==> src/rtl/dickson_btn_reader_if.sv <==
// Slot bus between the CPU-side master and an MMIO I/O core.
`timescale 1ns/1ps
interface dickson_btn_reader_if;
    logic        cs;
    logic        read;
    logic        write;
    logic [4:0]  addr;
    logic [31:0] wr_data;
    logic [31:0] rd_data;

    modport master (
        output cs,
        output read,
        output write,
        output addr,
        output wr_data,
        input  rd_data
    );

    modport slave (
        input  cs,
        input  read,
        input  write,
        input  addr,
        input  wr_data,
        output rd_data
    );
endinterface

==> src/rtl/dickson_btn_reader.sv <==
// Button/switch reader slot: 2-flop sync, programmable per-bit debounce,
// sticky W1C rise/fall edge flags.
`timescale 1ns/1ps
module dickson_btn_reader #(
    parameter int unsigned W          = 4,
    parameter int unsigned DB_DEFAULT = 50000
) (
    input  logic                  clk,
    input  logic                  reset,
    dickson_btn_reader_if.slave   bus,
    input  logic [W-1:0]          btn_in
);

    localparam int unsigned CW = 16;
    localparam logic [4:0] A_LEVEL = 5'd0;
    localparam logic [4:0] A_RISE  = 5'd1;
    localparam logic [4:0] A_FALL  = 5'd2;
    localparam logic [4:0] A_LIMIT = 5'd3;

    logic [W-1:0]  sync1_q, sync2_q;
    logic [W-1:0]  db_q, db_d;
    logic [W-1:0]  rise_q, rise_d, fall_q, fall_d;
    logic [W-1:0]  rise_set, fall_set;
    logic [CW-1:0] cnt_q [W];
    logic [CW-1:0] cnt_d [W];
    logic [CW-1:0] limit_q, limit_d;
    logic [CW-1:0] lim_m1;
    logic          wr_en;
    logic          unused_bits;

    assign wr_en       = bus.cs & bus.write;
    assign unused_bits = ^{bus.read, bus.wr_data[31:CW]};

    // LIMIT of 0 behaves as 1, so the terminal count is 0 in both cases.
    always_comb begin
        lim_m1 = '0;
        if (limit_q != '0) begin
            lim_m1 = limit_q - CW'(1);
        end
    end

    // Per-bit debounce; >= keeps a shrunk LIMIT from letting cnt run past it.
    always_comb begin
        db_d     = db_q;
        rise_set = '0;
        fall_set = '0;
        for (int i = 0; i < int'(W); i++) begin
            cnt_d[i] = '0;
            if (sync2_q[i] != db_q[i]) begin
                if (cnt_q[i] >= lim_m1) begin
                    db_d[i]     = sync2_q[i];
                    rise_set[i] = sync2_q[i];
                    fall_set[i] = ~sync2_q[i];
                end else begin
                    cnt_d[i] = cnt_q[i] + CW'(1);
                end
            end
        end
    end

    // Register writes; an edge landing with a W1C clear keeps the flag set.
    always_comb begin
        rise_d  = rise_q;
        fall_d  = fall_q;
        limit_d = limit_q;
        if (wr_en && bus.addr == A_RISE) begin
            rise_d = rise_q & ~bus.wr_data[W-1:0];
        end
        if (wr_en && bus.addr == A_FALL) begin
            fall_d = fall_q & ~bus.wr_data[W-1:0];
        end
        if (wr_en && bus.addr == A_LIMIT) begin
            limit_d = bus.wr_data[CW-1:0];
        end
        rise_d = rise_d | rise_set;
        fall_d = fall_d | fall_set;
    end

    always_ff @(posedge clk) begin
        if (!reset) begin
            sync1_q <= '0;
            sync2_q <= '0;
            db_q    <= '0;
            rise_q  <= '0;
            fall_q  <= '0;
            limit_q <= CW'(DB_DEFAULT);
            for (int i = 0; i < int'(W); i++) begin
                cnt_q[i] <= '0;
            end
        end else begin
            sync1_q <= btn_in;
            sync2_q <= sync1_q;
            db_q    <= db_d;
            rise_q  <= rise_d;
            fall_q  <= fall_d;
            limit_q <= limit_d;
            for (int i = 0; i < int'(W); i++) begin
                cnt_q[i] <= cnt_d[i];
            end
        end
    end

    // Read mux is purely address-decoded; reads have no side effects.
    always_comb begin
        bus.rd_data = '0;
        case (bus.addr)
            A_LEVEL: bus.rd_data = 32'(db_q);
            A_RISE:  bus.rd_data = 32'(rise_q);
            A_FALL:  bus.rd_data = 32'(fall_q);
            A_LIMIT: bus.rd_data = 32'(limit_q);
            default: bus.rd_data = '0;
        endcase
    end

endmodule

==> src/flat_wrapper.sv <==
// flat-port wrapper written by rule: the top's interface ports become plain ports
module dickson_btn_reader_flat 
#(
    parameter int unsigned W          = 4,
    parameter int unsigned DB_DEFAULT = 50000
)
  (clk, reset, btn_in, bus_cs, bus_read, bus_write, bus_addr, bus_wr_data, bus_rd_data);
  dickson_btn_reader_if bus_i ();
  input  logic clk;
  input  logic reset;
  input  logic [W-1:0] btn_in;
  input wire logic [$bits(bus_i.cs)-1:0] bus_cs;
  input wire logic [$bits(bus_i.read)-1:0] bus_read;
  input wire logic [$bits(bus_i.write)-1:0] bus_write;
  input wire logic [$bits(bus_i.addr)-1:0] bus_addr;
  input wire logic [$bits(bus_i.wr_data)-1:0] bus_wr_data;
  output wire logic [$bits(bus_i.rd_data)-1:0] bus_rd_data;
  assign bus_i.cs = bus_cs;
  assign bus_i.read = bus_read;
  assign bus_i.write = bus_write;
  assign bus_i.addr = bus_addr;
  assign bus_i.wr_data = bus_wr_data;
  assign bus_rd_data = bus_i.rd_data;
  dickson_btn_reader #(.W(W), .DB_DEFAULT(DB_DEFAULT)) u_core (.clk(clk), .reset(reset), .bus(bus_i), .btn_in(btn_in));
endmodule
==> config.mk <==
export PLATFORM = sky130hd
export DESIGN_NAME = dickson_btn_reader_flat
export DESIGN_NICKNAME = d
export VERILOG_FILES = /design/src/rtl/dickson_btn_reader_if.sv /design/src/rtl/dickson_btn_reader.sv /design/src/flat_wrapper.sv
export SDC_FILE = /design/constraint.sdc
export NUM_CORES = 1
export LEC_CHECK = 0
export ABC_CLOCK_PERIOD_IN_PS = 2900
export BUFFER_PORTS_ARGS = -buffer_cell sky130_fd_sc_hd__buf_2
export CAP_MARGIN = 10
export CORE_MARGIN = 2
export CORE_UTILIZATION = 50
export CTS_BUF_LIST = sky130_fd_sc_hd__clkbuf_4 sky130_fd_sc_hd__clkbuf_8
export DETAILED_ROUTE_END_ITERATION = 7
export GPL_ROUTABILITY_DRIVEN = 0
export HOLD_SLACK_MARGIN = 0.06
export PLACE_DENSITY = 0.84
export SLEW_MARGIN = 20
export SYNTH_ARGS = -nofsm -noshare
export SYNTH_HDL_FRONTEND = slang
export SYNTH_SLANG_ARGS = --single-unit
==> constraint.sdc <==
create_clock -name clk -period 2.9 [get_ports clk]
set_clock_uncertainty 0.1 [all_clocks]
set_input_delay 0.435 -clock clk [delete_from_list [all_inputs] [get_ports clk]]
set_output_delay 0.435 -clock clk [all_outputs]
set_load 0.01 [all_outputs]
Word-level counts from Yosys, hierarchy flattened
Memory sizes are Yosys's and may differ from the RTL's.
Cells that the tools add are included.
{"block": "classes", "n_bitwise": 14, "addsub": 5, "eq_ne": 7, "mux": 34, "div_mod_pow": 0, "magnitude_cmp": 4, "shifts": 0, "reduce_logical": 9, "n_mul": 0}
{"operator": "16-bit 2-to-1 mux", "n": 13}
{"operator": "16-bit by 1-bit adder with 16-bit output (second input constant)", "n": 4}
{"operator": "16-bit >= comparator", "n": 4}
{"operator": "16-bit case mux with 4 select lines", "n": 1}
{"operator": "1-bit 2-to-1 mux", "n": 18}
{"operator": "16-bit nonzero test", "n": 1}
{"operator": "16-bit by 1-bit subtractor with 16-bit output (second input constant)", "n": 1}
{"operator": "5-bit by 2-bit equality test with 1-bit output (second input constant)", "n": 2}
{"operator": "4-bit AND", "n": 2}
{"operator": "4-bit 2-to-1 mux", "n": 2}
{"operator": "4-bit OR", "n": 2}
{"operator": "2-bit AND reduction", "n": 4}
{"operator": "5-bit by 1-bit equality test with 1-bit output (second input constant)", "n": 1}
{"operator": "5-bit logical NOT", "n": 1}
{"operator": "1-bit inequality test", "n": 4}
{"operator": "1-bit NOT", "n": 4}
{"operator": "4-bit NOT", "n": 1}
{"operator": "1-bit OR", "n": 4}
{"operator": "1-bit logical AND", "n": 3}
{"operator": "1-bit AND", "n": 1}
{"block": "totals", "latchBits": 0, "regBits": 36, "inputBits": 46, "ramBits": 64, "mem_count": 1, "rom_bits": 0, "output_inout_bits": 32, "word_cells": 83}
{"memory": "u_core.cnt_q", "depth": 4, "width": 16, "rd": 4, "rd_clocked_by_memory_dff": 0, "wr": 4, "line_no": "dickson_btn_reader.sv:24", "text": "logic [CW-1:0] cnt_q [W];"}

Logic depth before layout (Yosys ltp)
{"block": "logic_depth", "ltp_word": 6, "depth_mapped": 14, "depth_no_buf": 12}

Least setup slack after synthesis
No wires, ideal clock.
{"block": "synth_path", "kind": "reg2reg", "start": "register u_core.limit_q[10]", "end": "memory u_core.cnt_q[1][10]", "required_time_ns": 2.670, "stages_incl_launch_ff": 12, "setup_time_ns": 0.130, "synth_period_minus_slack_ns": 3.215, "path_buffers": 1, "t_arrival_ns": 2.986, "setup_slack_ns": -0.315, "path_cell_list": "dfxtp_1 or4_4 or3_1 nor3_1 a21oi_1 ha_1 nand4_1 or4_1 a221oi_2 nand3b_2 buf_4 nor3_1"}
{"element": "start, declared", "line_no": "dickson_btn_reader.sv:26", "text": "logic [CW-1:0] limit_q, limit_d;"}
{"element": "start signal, assigned", "line_no": "dickson_btn_reader.sv:86", "text": "limit_q <= CW'(DB_DEFAULT);"}
{"element": "start signal, assigned", "line_no": "dickson_btn_reader.sv:96", "text": "limit_q <= limit_d;"}
{"element": "end, declared", "line_no": "dickson_btn_reader.sv:24"}

==> metrics.md <==
| Metric | Value |
|---|---|
| First-pass GRT wire length | 24870 um |
| Via/cell ratio | just under 6 |
| Die Ht | 113.0 um |
| Violated checks | setup timing |
| Hold slack | 0.1246 ns |
| Most frequent cells in the layout | 93 x dfxtp_1, 91 x nand2_1, 56 x nor2_1, 56 x buf_4, 54 x ha_1 |
| Post-synth top area share | roughly 34% |
| Cell count after synthesis | between 700 and 800 |
| Routed wl met2 | 8734 um |
| Worst setup path class | reg2reg |
| Hold_sp | btn_in[2] |
| Die footprint | about 0.013 sq mm |
| Switching Power | a little over 0.6 mW |
| Port Buffers | 44 |
| Power per Cell Area | 315.0 mW/mm^2 |
| CTS tree | built |
| Ys async rst share | 0% |
| Worst r2r src | u_core.limit_q[5]$_SDFFE_PN0P_ |
| Hpwl dp | ~10000 um |
| Sw frac | between 20% and 30% |
| Leakage | 3.237 nW |
| Largest cells by area after synthesis | dfxtp_1 34%, ha_1 15%, nand2_1 6.7%, xor2_1 6.3%, nor2_1 5.0% |
| CP Max Fanout | 16 |
| Distinct cells, synth | 46 |
| Antenna violations before repair | 0 |
| CTS buffer count | 9 |
| Row count | 39 |
| Clk pwr share | between 30% and 40% |
| RSZ-0062 raised after global routing | yes |
| Vias | 5673 |
| Slew headroom | about 60% |
| Aggregate global-route resource usage | between 20% and 30% |
| Flop pwr share | a little under three fifths |
| Seq cells post-synth | 100 |
| GR Overflow Total | 0 |
| Core Region | roughly 0.012 sq mm |
| Worst setup EP type | flop |
| Reg clk slew, reported paths | 0.11 ns |
| Drt pass-1 iters | 5 |
| Detailed Route WL | ~18000 um |
| Worst setup SP type | flop |
| R2R cell count | 12 |
| Filler instances | roughly 840 |
| Vias in the first global route | 5261 |
| ANT cells | 0 |
| CP max stage cell | or3_4 |
| DRC | 0 |
| Main flop type after synthesis | dfxtp_1 |
| Hold_buf cts | 0 |
| Worst R2R End | u_core.cnt_q[1][15]$_SDFF_PP0_ |
| Clk sinks | 100 |
| Syn avg cell area | approximately 8.4 sq um |
| Met3 wire len | about 1300 um |
| I/O pins | slightly below 80 |
| Antenna-violating nets left | 0 |
| Max-Cap Viols | 0 |
| Run status | finished with violations |
| Max IR drop VDD | 260.1 uV |
| Post-synth EDFFs | 0 |
| Setup tns final | -35.52 ns |
| Crit-path max cell delay | between 0.4 and 0.5 ns |
| Clk_lat worst skew | roughly 0.41 ns |
| Hold Path Stages | 2 |
| Highest metal used | met4 |
| Hold Path Class | in2reg |
| Largest net degree at the start of global routing | 25 |
| Crit share post-route | 121.1% |
| Worst R2R Setup Slack | -0.61 ns |
| Worst-Margin Slew | approximately 0.60 ns |
| Layout cells sized above 1 | between 20 and 30% |
| Int Pwr | approximately 1.8 mW |
| Nets | about 930 |
| Warnings, synthesis | 0 |
| Clock tree buffer depth | 2 |
| Worst Hold End | u_core.sync1_q[2]$_SDFF_PN0_ |
| H-tree depth | 3 |
| Critical path buffers and inverters | 3 |
| Comb pwr share | ~4.8% |
| Synth-to-Final Area Change | 30.20% |
| Final worst slack | -0.6128 ns |
| Metal-1 WL | approximately 6600 um |
| Die Wd | approximately 110 um |
| Starting DRC count in detailed routing | ~390 |
| Seq/Total Area, Yosys | 33.72% |
| Fin. Hold Viols | 0 |
| Post-Syn Area | around 0.0059 sq mm |
| CP most frequent cell | buf_4 |
| Max-slew violations | 0 |
| Min Tclk post-route | 3.513 ns |
| Clk root buf | clkbuf_8 |
| Worst EP required | just over 3 ns |
| Fmax | 284.7 MHz |
| Most common cell after layout, fill and taps aside | dfxtp_1 |
| Initial core utilization | roughly 52% |
| Area leader, netlist | dfxtp_1 |
| Drt wl/cell | ~18 um |
| Worst path cell trace | nor4_4, buf_4, nand4b_1, or3_4, clkbuf_16, nand2_1, buf_4, ha_1, o21ai_0, a221oi_4, nand3b_4, nor3_1 |
| Final setup fails | 76 |
| Worst Path Arrival | roughly 3.7 ns |
| Critical path's top delay family | simple AND/OR/NAND/NOR gates |
registers in the layout (all words and copies together), names as in the netlist:
register        flops
u_core.limit_q     16
u_core.db_q         4
u_core.rise_q       4
u_core.sync2_q      4
u_core.sync1_q      4
u_core.fall_q       4
u_core.cnt_q       64
final cells by class:
type / instances / area (sq um) / share of cell area (%)
sequential: 100 / 2011 / 26.01
tap: 143 / 178.9 / 2.315
clock inverter: 6 / 71.32 / 0.9226
clock buffer: 9 / 123.9 / 1.602
inverter: 18 / 67.56 / 0.8741
multi-input combinational: 573 / 4428 / 57.28
timing repair buffer: 115 / 849.6 / 10.99
worst reg2reg max path: cells and delay by family (launching register included):
family	cells	cell delay (ns)
compound gates	2	0.52
fa+ha+maj	1	0.23
buf+inv	3	0.52
flops	1	0.35
simple gates	6	1.69
through the flow:
step / cell area, sq um / instances / total power, mW / util (%) / worst slack, ns
floorplan: 6235 / 724 / 1.490 / - / -0.2664
global placement: 6823 / 931 / 1.516 / 59.25 / -0.3003
detailed placement: 6823 / 931 / 1.518 / 59.25 / -0.4227
CTS: 7202 / 955 / 2.430 / 62.54 / -0.3706
global route: 7730 / 964 / 2.501 / 67.12 / -0.7566
finish: 7730 / 964 / 2.435 / 67.12 / -0.6128
how the worst max path moves through the flow:
stage / cells past startpoint / start / slack [ns] / endpoint
floorplan: 12 / u_core.limit_q[5]$_SDFFE_PN0P_ / -0.27 / u_core.cnt_q[1][10]$_SDFF_PP0_
global placement: 11 / u_core.limit_q[5]$_SDFFE_PN0P_ / -0.30 / u_core.rise_q[1]$_SDFF_PN0_
detailed placement: 11 / u_core.limit_q[5]$_SDFFE_PN0P_ / -0.42 / u_core.rise_q[1]$_SDFF_PN0_
CTS: 12 / u_core.limit_q[3]$_SDFFE_PN0P_ / -0.37 / u_core.fall_q[1]$_SDFF_PN0_
global route: 12 / u_core.limit_q[5]$_SDFFE_PN0P_ / -0.76 / u_core.cnt_q[1][15]$_SDFF_PP0_
finish: 12 / u_core.limit_q[5]$_SDFFE_PN0P_ / -0.61 / u_core.cnt_q[1][15]$_SDFF_PP0_
per-layer routing:
metal  track usage, %  vias up
li1                 -     2648
met2            40.72      278
met3            4.606       95
met5                0        -
met1            29.93     2652
met4            12.20        0
power groups by stage:
stage	clock [mW]	sequential [mW]	combinational, mW
6_report	0.930	1.39	0.118
4_1_cts	0.939	1.39	0.105
3_5_place_dp	0	1.42	0.100
2_1_floorplan	0	1.42	0.0723
3_3_place_gp	0	1.42	0.0980
5_1_grt	0.985	1.39	0.128
cells by family (layout without fill, tap and decap cells):
| logic type | Yosys count | count (layout) | synth area share (%) |
|---|---|---|---|
| compound gates | 79 | 79 | 8.894 |
| xor+xnor | 72 | 72 | 10.62 |
| fa+ha+maj | 70 | 70 | 14.75 |
| buf+inv | 51 | 148 | 4.531 |
| flops | 100 | 100 | 33.72 |
| mux | 4 | 4 | 0.6744 |
| other cells | 1 | 16 | 0.06316 |
| simple gates | 332 | 332 | 26.74 |
Yosys cell counts (4+ instances only):
library cell  instances
a21boi_0             10
a21o_1                5
a21oi_1              24
a22oi_1               9
a32o_1                5
and2_1               23
and3_1               10
and4_1                5
buf_2                 4
buf_4                17
clkbuf_1             10
dfxtp_1             100
ha_1                 70
inv_1                18
mux2i_1               4
nand2_1             106
nand3_1              37
nand4_1              20
nor2_1               79
nor3_1               29
nor4_1                6
o21ai_0              16
xnor2_1              29
xor2_1               43
repair_timing:
item,4_1_cts,5_1_grt
buffers inserted,7,8
pin swaps,8,50
setup endpoints to repair,76,76
endpoints found under the hold margin,0,0
resized for setup,24,90
cloned,2,1
Note: power is estimated with default switching activity, not from simulation.
